--- config.mk ---
export PLATFORM = sky130hd
export DESIGN_NAME = adc_conv_sched_flat
export DESIGN_NICKNAME = d
export VERILOG_FILES = /design/src/rtl/adc_conv_sched_if.sv /design/src/rtl/adc_conv_sched.sv /design/src/flat_wrapper.sv
export SDC_FILE = /design/constraint.sdc
export NUM_CORES = 1
export LEC_CHECK = 0
export CAP_MARGIN = 20
export CORE_ASPECT_RATIO = 0.6
export CORE_MARGIN = 4
export CORE_UTILIZATION = 45
export DETAILED_ROUTE_END_ITERATION = 16
export GPL_TIMING_DRIVEN = 0
export HOLD_SLACK_MARGIN = 0.02
export PLACE_DENSITY = 0.76
export SLEW_MARGIN = 5
export SYNTH_ARGS = -nofsm -noshare
export SYNTH_HDL_FRONTEND = slang
export SYNTH_SLANG_ARGS = --single-unit
--- constraint.sdc ---
create_clock -name PCLK -period 1.9 [get_ports PCLK]
set_input_delay 0.57 -clock PCLK [delete_from_list [all_inputs] [get_ports PCLK]]
set_output_delay 0.57 -clock PCLK [all_outputs]
set_load 0.01 [all_outputs]
--- src/rtl/adc_conv_sched_if.sv ---
// Requester-fabric and ADC-handshake bundle for the conversion scheduler.
// REQ is a level held by a requester until its DONE bit pulses; GNT and DONE
// are one-cycle one-hot pulses; ADC_START/ADC_EOC form a pulse pair around
// one conversion, with ADC_DATA qualified by ADC_EOC in the same cycle.
interface adc_conv_sched_if #(
  parameter int NREQ = 4,
  parameter int DW   = 12
);
  logic            EN;
  logic [NREQ-1:0] REQ;
  logic [NREQ-1:0] GNT;
  logic [NREQ-1:0] DONE;
  logic [DW-1:0]   RESULT;
  logic            ERR;
  logic            BUSY;
  logic            ADC_EN;
  logic            ADC_RDY;
  logic            ADC_START;
  logic            ADC_EOC;
  logic [DW-1:0]   ADC_DATA;
  logic [2:0]      state_dbg;

  modport slave (
    input  EN, REQ, ADC_RDY, ADC_EOC, ADC_DATA,
    output GNT, DONE, RESULT, ERR, BUSY, ADC_EN, ADC_START, state_dbg
  );

  modport master (
    output EN, REQ, ADC_RDY, ADC_EOC, ADC_DATA,
    input  GNT, DONE, RESULT, ERR, BUSY, ADC_EN, ADC_START, state_dbg
  );
endinterface

--- src/rtl/adc_conv_sched.sv ---
// Round-robin scheduler sharing one ADC among NREQ requesters, with on-demand
// power-up, conversion/wake timeouts and idle power-down.
module adc_conv_sched #(
  parameter int NREQ         = 4,
  parameter int DW           = 12,
  parameter int CONV_TIMEOUT = 32,
  parameter int WAKE_TIMEOUT = 256,
  parameter int IDLE_OFF     = 1024
) (
  input logic             PCLK,
  input logic             PRESET,
  adc_conv_sched_if.slave bus
);
  localparam int PW      = (NREQ > 1) ? $clog2(NREQ) : 1;
  localparam int MAX_WC  = (WAKE_TIMEOUT > CONV_TIMEOUT) ? WAKE_TIMEOUT : CONV_TIMEOUT;
  localparam int CNT_MAX = (IDLE_OFF > MAX_WC) ? IDLE_OFF : MAX_WC;
  localparam int CW      = $clog2(CNT_MAX + 1);

  localparam logic [CW-1:0] WAKE_LAST = CW'(WAKE_TIMEOUT - 1);
  localparam logic [CW-1:0] CONV_LAST = CW'(CONV_TIMEOUT - 1);
  localparam logic [CW-1:0] IDLE_LAST = (IDLE_OFF > 0) ? CW'(IDLE_OFF - 1) : '0;

  typedef enum logic [2:0] {
    S_OFF   = 3'd0,
    S_WAKE  = 3'd1,
    S_IDLE  = 3'd2,
    S_START = 3'd3,
    S_WAIT  = 3'd4,
    S_DONE  = 3'd5
  } state_t;

  state_t          state;
  logic [CW-1:0]   cnt;
  logic [PW-1:0]   ptr;
  logic [PW-1:0]   idx;
  logic [PW-1:0]   pick;
  logic [DW-1:0]   result;
  logic [NREQ-1:0] gnt;
  logic [NREQ-1:0] done;
  logic            err;
  logic            busy;
  logic            adc_en;
  logic            adc_start;

  // Rotate the request vector so the search always starts at ptr; the
  // offset of the lowest set bit is then added back modulo NREQ.
  function automatic logic [PW-1:0] rr_pick(input logic [NREQ-1:0] req,
                                            input logic [PW-1:0]   base);
    logic [2*NREQ-1:0] dbl;
    logic [PW-1:0]     off;
    logic [PW:0]       sum;
    logic              found;
    dbl   = {req, req} >> base;
    off   = '0;
    found = 1'b0;
    for (int i = 0; i < NREQ; i++) begin
      if (!found && dbl[0]) begin
        off   = PW'(i);
        found = 1'b1;
      end
      dbl = dbl >> 1;
    end
    sum = {1'b0, base} + {1'b0, off};
    if (sum >= (PW+1)'(NREQ)) sum = sum - (PW+1)'(NREQ);
    return sum[PW-1:0];
  endfunction

  always_comb pick = rr_pick(bus.REQ, ptr);

  always_ff @(posedge PCLK or posedge PRESET) begin
    if (PRESET) begin
      state     <= S_OFF;
      cnt       <= '0;
      ptr       <= '0;
      idx       <= '0;
      result    <= '0;
      gnt       <= '0;
      done      <= '0;
      err       <= 1'b0;
      busy      <= 1'b0;
      adc_en    <= 1'b0;
      adc_start <= 1'b0;
    end else begin
      gnt       <= '0;
      done      <= '0;
      err       <= 1'b0;
      adc_start <= 1'b0;
      case (state)
        S_OFF: begin
          cnt <= '0;
          if (bus.EN && |bus.REQ) begin
            state  <= S_WAKE;
            adc_en <= 1'b1;
          end
        end
        S_WAKE: begin
          if (!bus.EN) begin
            state  <= S_OFF;
            adc_en <= 1'b0;
            cnt    <= '0;
          end else if (bus.ADC_RDY) begin
            state <= S_IDLE;
            cnt   <= '0;
          end else if (cnt == WAKE_LAST) begin
            state  <= S_OFF;
            adc_en <= 1'b0;
            err    <= 1'b1;
            cnt    <= '0;
          end else begin
            cnt <= cnt + 1'b1;
          end
        end
        S_IDLE: begin
          // A converter that lost ready is re-woken before any new grant.
          if (!bus.EN) begin
            state  <= S_OFF;
            adc_en <= 1'b0;
            cnt    <= '0;
          end else if (!bus.ADC_RDY) begin
            state <= S_WAKE;
            cnt   <= '0;
          end else if (|bus.REQ) begin
            state     <= S_START;
            idx       <= pick;
            gnt       <= NREQ'(1) << pick;
            adc_start <= 1'b1;
            busy      <= 1'b1;
            cnt       <= '0;
          end else if ((IDLE_OFF != 0) && (cnt == IDLE_LAST)) begin
            state  <= S_OFF;
            adc_en <= 1'b0;
            cnt    <= '0;
          end else begin
            cnt <= cnt + 1'b1;
          end
        end
        S_START: begin
          state <= S_WAIT;
          cnt   <= '0;
        end
        S_WAIT: begin
          // EOC is checked first so a result arriving in the timeout cycle wins.
          if (bus.ADC_EOC) begin
            state  <= S_DONE;
            result <= bus.ADC_DATA;
            done   <= NREQ'(1) << idx;
            cnt    <= '0;
          end else if (cnt == CONV_LAST) begin
            state <= S_DONE;
            err   <= 1'b1;
            done  <= NREQ'(1) << idx;
            cnt   <= '0;
          end else begin
            cnt <= cnt + 1'b1;
          end
        end
        S_DONE: begin
          state <= S_IDLE;
          busy  <= 1'b0;
          ptr   <= (idx == PW'(NREQ - 1)) ? '0 : idx + PW'(1);
          cnt   <= '0;
        end
        default: begin
          state  <= S_OFF;
          adc_en <= 1'b0;
          busy   <= 1'b0;
          cnt    <= '0;
        end
      endcase
    end
  end

  assign bus.GNT       = gnt;
  assign bus.DONE      = done;
  assign bus.RESULT    = result;
  assign bus.ERR       = err;
  assign bus.BUSY      = busy;
  assign bus.ADC_EN    = adc_en;
  assign bus.ADC_START = adc_start;
  assign bus.state_dbg = state;
endmodule

--- src/flat_wrapper.sv ---
// flat-port wrapper written by rule: the top's interface ports become plain ports
module adc_conv_sched_flat 
#(
  parameter int NREQ         = 4,
  parameter int DW           = 12,
  parameter int CONV_TIMEOUT = 32,
  parameter int WAKE_TIMEOUT = 256,
  parameter int IDLE_OFF     = 1024
)
  (PCLK, PRESET, bus_EN, bus_REQ, bus_ADC_RDY, bus_ADC_EOC, bus_ADC_DATA, bus_GNT, bus_DONE, bus_RESULT, bus_ERR, bus_BUSY, bus_ADC_EN, bus_ADC_START, bus_state_dbg);
  adc_conv_sched_if #(.NREQ(NREQ), .DW(DW)) bus_i ();
  input logic PCLK;
  input logic PRESET;
  input wire logic [$bits(bus_i.EN)-1:0] bus_EN;
  input wire logic [$bits(bus_i.REQ)-1:0] bus_REQ;
  input wire logic [$bits(bus_i.ADC_RDY)-1:0] bus_ADC_RDY;
  input wire logic [$bits(bus_i.ADC_EOC)-1:0] bus_ADC_EOC;
  input wire logic [$bits(bus_i.ADC_DATA)-1:0] bus_ADC_DATA;
  output wire logic [$bits(bus_i.GNT)-1:0] bus_GNT;
  output wire logic [$bits(bus_i.DONE)-1:0] bus_DONE;
  output wire logic [$bits(bus_i.RESULT)-1:0] bus_RESULT;
  output wire logic [$bits(bus_i.ERR)-1:0] bus_ERR;
  output wire logic [$bits(bus_i.BUSY)-1:0] bus_BUSY;
  output wire logic [$bits(bus_i.ADC_EN)-1:0] bus_ADC_EN;
  output wire logic [$bits(bus_i.ADC_START)-1:0] bus_ADC_START;
  output wire logic [$bits(bus_i.state_dbg)-1:0] bus_state_dbg;
  assign bus_i.EN = bus_EN;
  assign bus_i.REQ = bus_REQ;
  assign bus_i.ADC_RDY = bus_ADC_RDY;
  assign bus_i.ADC_EOC = bus_ADC_EOC;
  assign bus_i.ADC_DATA = bus_ADC_DATA;
  assign bus_GNT = bus_i.GNT;
  assign bus_DONE = bus_i.DONE;
  assign bus_RESULT = bus_i.RESULT;
  assign bus_ERR = bus_i.ERR;
  assign bus_BUSY = bus_i.BUSY;
  assign bus_ADC_EN = bus_i.ADC_EN;
  assign bus_ADC_START = bus_i.ADC_START;
  assign bus_state_dbg = bus_i.state_dbg;
  adc_conv_sched #(.NREQ(NREQ), .DW(DW), .CONV_TIMEOUT(CONV_TIMEOUT), .WAKE_TIMEOUT(WAKE_TIMEOUT), .IDLE_OFF(IDLE_OFF)) u_core (.PCLK(PCLK), .PRESET(PRESET), .bus(bus_i));
endmodule
==> load_flow_metrics.sql <==
INSERT INTO impl_metrics (metric_group, metric, value, unit) VALUES
('logic_synthesis', 'synth_edf_count', '0', ''),
('route', 'wirelength', '5200', 'um'),
('power', 'internal_power', '2310', 'uW'),
('floorplanning', 'placementRows', '19', ''),
('cells_and_area', 'layout.filler_cells', '345', ''),
('sta', 'number_of_endpoints_with_negative_hold_slack_in_the_final_report', '0', ''),
('route', 'drt_first_pass_iters', '4', ''),
('sta', 'slew_at_the_pin_closest_to_its_max_slew_limit', '0.516', 'ns'),
('critical_path', 'worst_setup_path_start_kind', 'input pin', ''),
('global_route', 'first_global_vias', '1623', ''),
('logic_synthesis', 'synth_sequential_area_ratio', '0.492', ''),
('critical_path', 'critical_path_class', 'input pin to flop', ''),
('cells_and_area', 'layout.cells.non_filler', '335', ''),
('logic_synthesis', 'asr_flop_ratio_synth', '1.00', ''),
('cts', 'cts_buffers', '5', ''),
('cts', 'worst_skew_pair.late_latency', '0.30', 'ns'),
('logic_synthesis', 'synth_cells', '201', ''),
('logic_synthesis', 'post_synth_instance_area', '2130', 'um2'),
('power', 'comb_power_share', '0.477', ''),
('sta', 'setup_viol', '17', ''),
('sta', 'min_period', '2.13', 'ns'),
('global_route', 'maximum_number_of_pins_on_one_net_before_global_route_repair', '36', ''),
('logic_synthesis', 'synth-warning-count', '0', ''),
('power', 'power_density', '1160', 'nW/um2'),
('route', 'route.detailed.vias_per_inst', '5.22', ''),
('logic_synthesis', 'ys_dominant_reg_cell', 'sky130_fd_sc_hd__dfrtp_1', ''),
('route', 'drt_iter0_markers', '43', ''),
('cts', 'clk_root_buffer_cell', 'sky130_fd_sc_hd__clkbuf_8', ''),
('placed_design', 'dpl.cell_count', '311', ''),
('cts', 'clock_sinks', '42', ''),
('cts', 'cts_buffer_depth', '2', ''),
('power', 'pwr-share-clk', '0.165', ''),
('power', 'irDropWorstVdd', '0.000691', 'V'),
('cells_and_area', 'antenna_cells_inserted', '0', ''),
('floorplanning', 'die-height', '61.4', 'um'),
('floorplanning', 'fp.dieArea', '5950', 'um2'),
('sta', 'timing.fmax', '470', 'MHz'),
('sta', 'post-route-worst-setup-slack', '-0.229', 'ns'),
('sta', 'final.period_utilization', '1.12', ''),
('run', 'cap_violations', '0', ''),
('logic_synthesis', 'synthTopCellsByArea', 'sky130_fd_sc_hd__dfrtp_1 (49%), sky130_fd_sc_hd__mux2_2 (7.9%), sky130_fd_sc_hd__ha_1 (3.5%)', ''),
('floorplanning', 'design.portCount', '48', ''),
('logic_synthesis', 'post_synth_num_cell_types', '48', ''),
('logic_synthesis', 'syn_avg_cell_area', '10.6', 'um2'),
('run_status', 'violations_in_the_final_reports', 'setup timing', ''),
('global_route', 'grt_overflow_total', '0', ''),
('sta', 'hold_slack', '0.494', 'ns'),
('sta', 'final-max-slew-violation-count', '0', ''),
('logic_synthesis', 'post-synth-top-area-fraction', '0.492', ''),
('power', 'post-layout-total-power', '3630', 'uW'),
('route', 'detail_route.drc_violations', '0', ''),
('power', 'p_sw_frac', '0.363', ''),
('logic_synthesis', 'ys_ff_latch', '42', ''),
('global_route', 'gr-usage-all-layers', '0.168', ''),
('placed_design', 'port_buffers', '46', ''),
('route', 'routed-via-count', '1748', ''),
('floorplanning', 'fp.coreArea', '4560', 'um2'),
('critical_path', 'critical_path.endpoint_type', 'flop', ''),
('global_route', 'grt_first_pass_wirelength', '7860', 'um'),
('cells_and_area', 'flow.area_growth_from_synthesis', '46.1', '%'),
('power', 'seqPwrFrac', '0.358', ''),
('cells_and_area', 'final_net_count', '298', ''),
('power', 'total_leakage_power', '0.00131', 'uW'),
('cts', 'cts.htree.levels', '2', ''),
('sta', 'slew_headroom', '0.656', ''),
('route', 'ant_nets', '0', ''),
('cells_and_area', 'drive_above_1_share', '0.324', ''),
('route', 'drt-wirelength-per-cell', '15.5', 'um'),
('floorplanning', 'die_width', '96.9', 'um'),
('cts', 'cts_tree', 'built', ''),
('run_status', 'status', 'finished with violations', '');
-- sequential cells by signal, indices dropped and copies added, names as in the netlist --
name and flops:
u_core.cnt 11, u_core.bus.state_dbg 3, u_core.bus.RESULT 12, u_core.bus.ERR 1
u_core.bus.ADC_START 1, u_core.bus.ADC_EN 1, u_core.ptr 2, u_core.bus.BUSY 1
u_core.idx 2, u_core.bus.GNT 4, u_core.bus.DONE 4
-- what timing repair did --
| item | 4_1_cts | 5_1_grt |
|---|---|---|
| resized for setup | 39 | 20 |
| pin swaps | 17 | 12 |
| setup buffers | 11 | 10 |
| setup endpoints to repair | 33 | 31 |
| hold endpoints to repair | 0 | 0 |
| hold buffers | 0 | 0 |
-- metal layers --
metal,part of all wire,vias to the layer above,GRT usage
met5,0,-,0
met4,0.0048,0,0.0360
met3,0.056,3,0.0475
met2,0.43,57,0.256
met1,0.51,832,0.243
li1,-,856,-
-- power groups by stage --
stage               clock network [uW]  logic, uW  registers [uW]
global placement                     0       1520            1260
CTS                                616       1700            1250
finish                             600       1730            1300
detailed placement                   0       1550            1270
floorplan                            0        877            1340
global route                       658       1850            1330
-- worst max-delay path: stages --
cell                        delay, ns
sky130_fd_sc_hd__buf_8           0.10
sky130_fd_sc_hd__or4_4           0.54
sky130_fd_sc_hd__or4b_4          0.50
sky130_fd_sc_hd__or2_4           0.28
sky130_fd_sc_hd__a2111oi_4       0.33
-- area by class of cell --
| type | count | area [um2] | area share |
|---|---|---|---|
| Timing Repair Buffer | 67 | 641 | 0.205 |
| Buffer | 5 | 42.5 | 0.0136 |
| Tap cell | 63 | 78.8 | 0.0253 |
| Sequential cell | 42 | 1050 | 0.337 |
| Clock inverter | 3 | 25.0 | 0.00803 |
| Multi-Input combinational cell | 143 | 1180 | 0.380 |
| Clock buffer | 5 | 68.8 | 0.0221 |
| Inverter | 7 | 26.3 | 0.00843 |
-- cell families (layout without fill, tap and decap cells) --
family,count (synthesis),count (layout),share of synthesized area
AOI/OAI and AO/OA,34,34,0.111
xor gates and xnor gates,9,9,0.0369
adders and majority gates,6,6,0.0352
buffers and inverters,16,87,0.0358
DFF,42,42,0.492
muxes,15,15,0.0791
and+or+nand+nor,79,79,0.209
-- placed cells by master (no fill, tap or decap), types with 4 or more instances in the layout --
cell type                         instances
sky130_fd_sc_hd__nand2_1                 12
sky130_fd_sc_hd__inv_1                    5
sky130_fd_sc_hd__clkdlybuf4s50_1         41
sky130_fd_sc_hd__nor2_2                   5
sky130_fd_sc_hd__nor3_1                   6
sky130_fd_sc_hd__a21oi_1                  8
sky130_fd_sc_hd__nor2_1                  11
sky130_fd_sc_hd__clkbuf_8                 6
sky130_fd_sc_hd__buf_4                   19
sky130_fd_sc_hd__nand3_1                  5
sky130_fd_sc_hd__nor2b_1                  5
sky130_fd_sc_hd__dfrtp_1                 41
sky130_fd_sc_hd__mux2_2                  14
sky130_fd_sc_hd__ha_1                     4
sky130_fd_sc_hd__and2_1                   4
sky130_fd_sc_hd__xnor2_1                  4
-- worst paths after layout --
kind,slack [ns],from,end,depth (start not counted)
worst max register to register,-0.15,u_core.cnt[0],u_core.cnt[1],6
max in group asynchronous,0.96,PRESET,u_core.ptr[0],3
worst min-delay path,0.49,PRESET,u_core.bus.RESULT[6],2
worst max-delay path,-0.23,bus_REQ[1],u_core.cnt[4],5
min in group PCLK,0.51,u_core.bus.RESULT[1],u_core.bus.RESULT[1],1
worst min register to register,0.51,u_core.bus.RESULT[1],u_core.bus.RESULT[1],1
-- synthesized netlist by cell type (2+ instances only) --
cell and number:
sky130_fd_sc_hd__a21oi_1 8, sky130_fd_sc_hd__a22oi_1 2, sky130_fd_sc_hd__a31oi_1 2, sky130_fd_sc_hd__and2_1 4, sky130_fd_sc_hd__and3_1 3, sky130_fd_sc_hd__buf_6 2, sky130_fd_sc_hd__clkbuf_1 6, sky130_fd_sc_hd__dfrtp_1 42
sky130_fd_sc_hd__ha_1 6, sky130_fd_sc_hd__inv_1 7, sky130_fd_sc_hd__mux2_2 15, sky130_fd_sc_hd__nand2_1 12, sky130_fd_sc_hd__nand2b_1 4, sky130_fd_sc_hd__nand3_1 5, sky130_fd_sc_hd__nand4_1 2, sky130_fd_sc_hd__nor2_1 11
sky130_fd_sc_hd__nor2_2 6, sky130_fd_sc_hd__nor2b_1 6, sky130_fd_sc_hd__nor3_1 7, sky130_fd_sc_hd__nor3b_1 3, sky130_fd_sc_hd__nor4_1 2, sky130_fd_sc_hd__o211ai_1 2, sky130_fd_sc_hd__o21ai_0 4, sky130_fd_sc_hd__o31ai_1 4
sky130_fd_sc_hd__or2_2 2, sky130_fd_sc_hd__or3_1 5, sky130_fd_sc_hd__xnor2_1 6, sky130_fd_sc_hd__xor2_1 3
-- through the flow --
step	util	setup TNS (ns)	cell area (um2)	worst slack (ns)
floorplan	-	-5.09	2170	-0.517
global placement	0.594	-46.71	2710	-1.15
detailed placement	0.599	-24.44	2730	-1.14
CTS	0.657	-3.32	3000	-0.267
global route	0.683	-2.88	3120	-0.267
finish	0.683	-2.20	3120	-0.229
No activity file was read; power rests on OpenSTA's default activity.
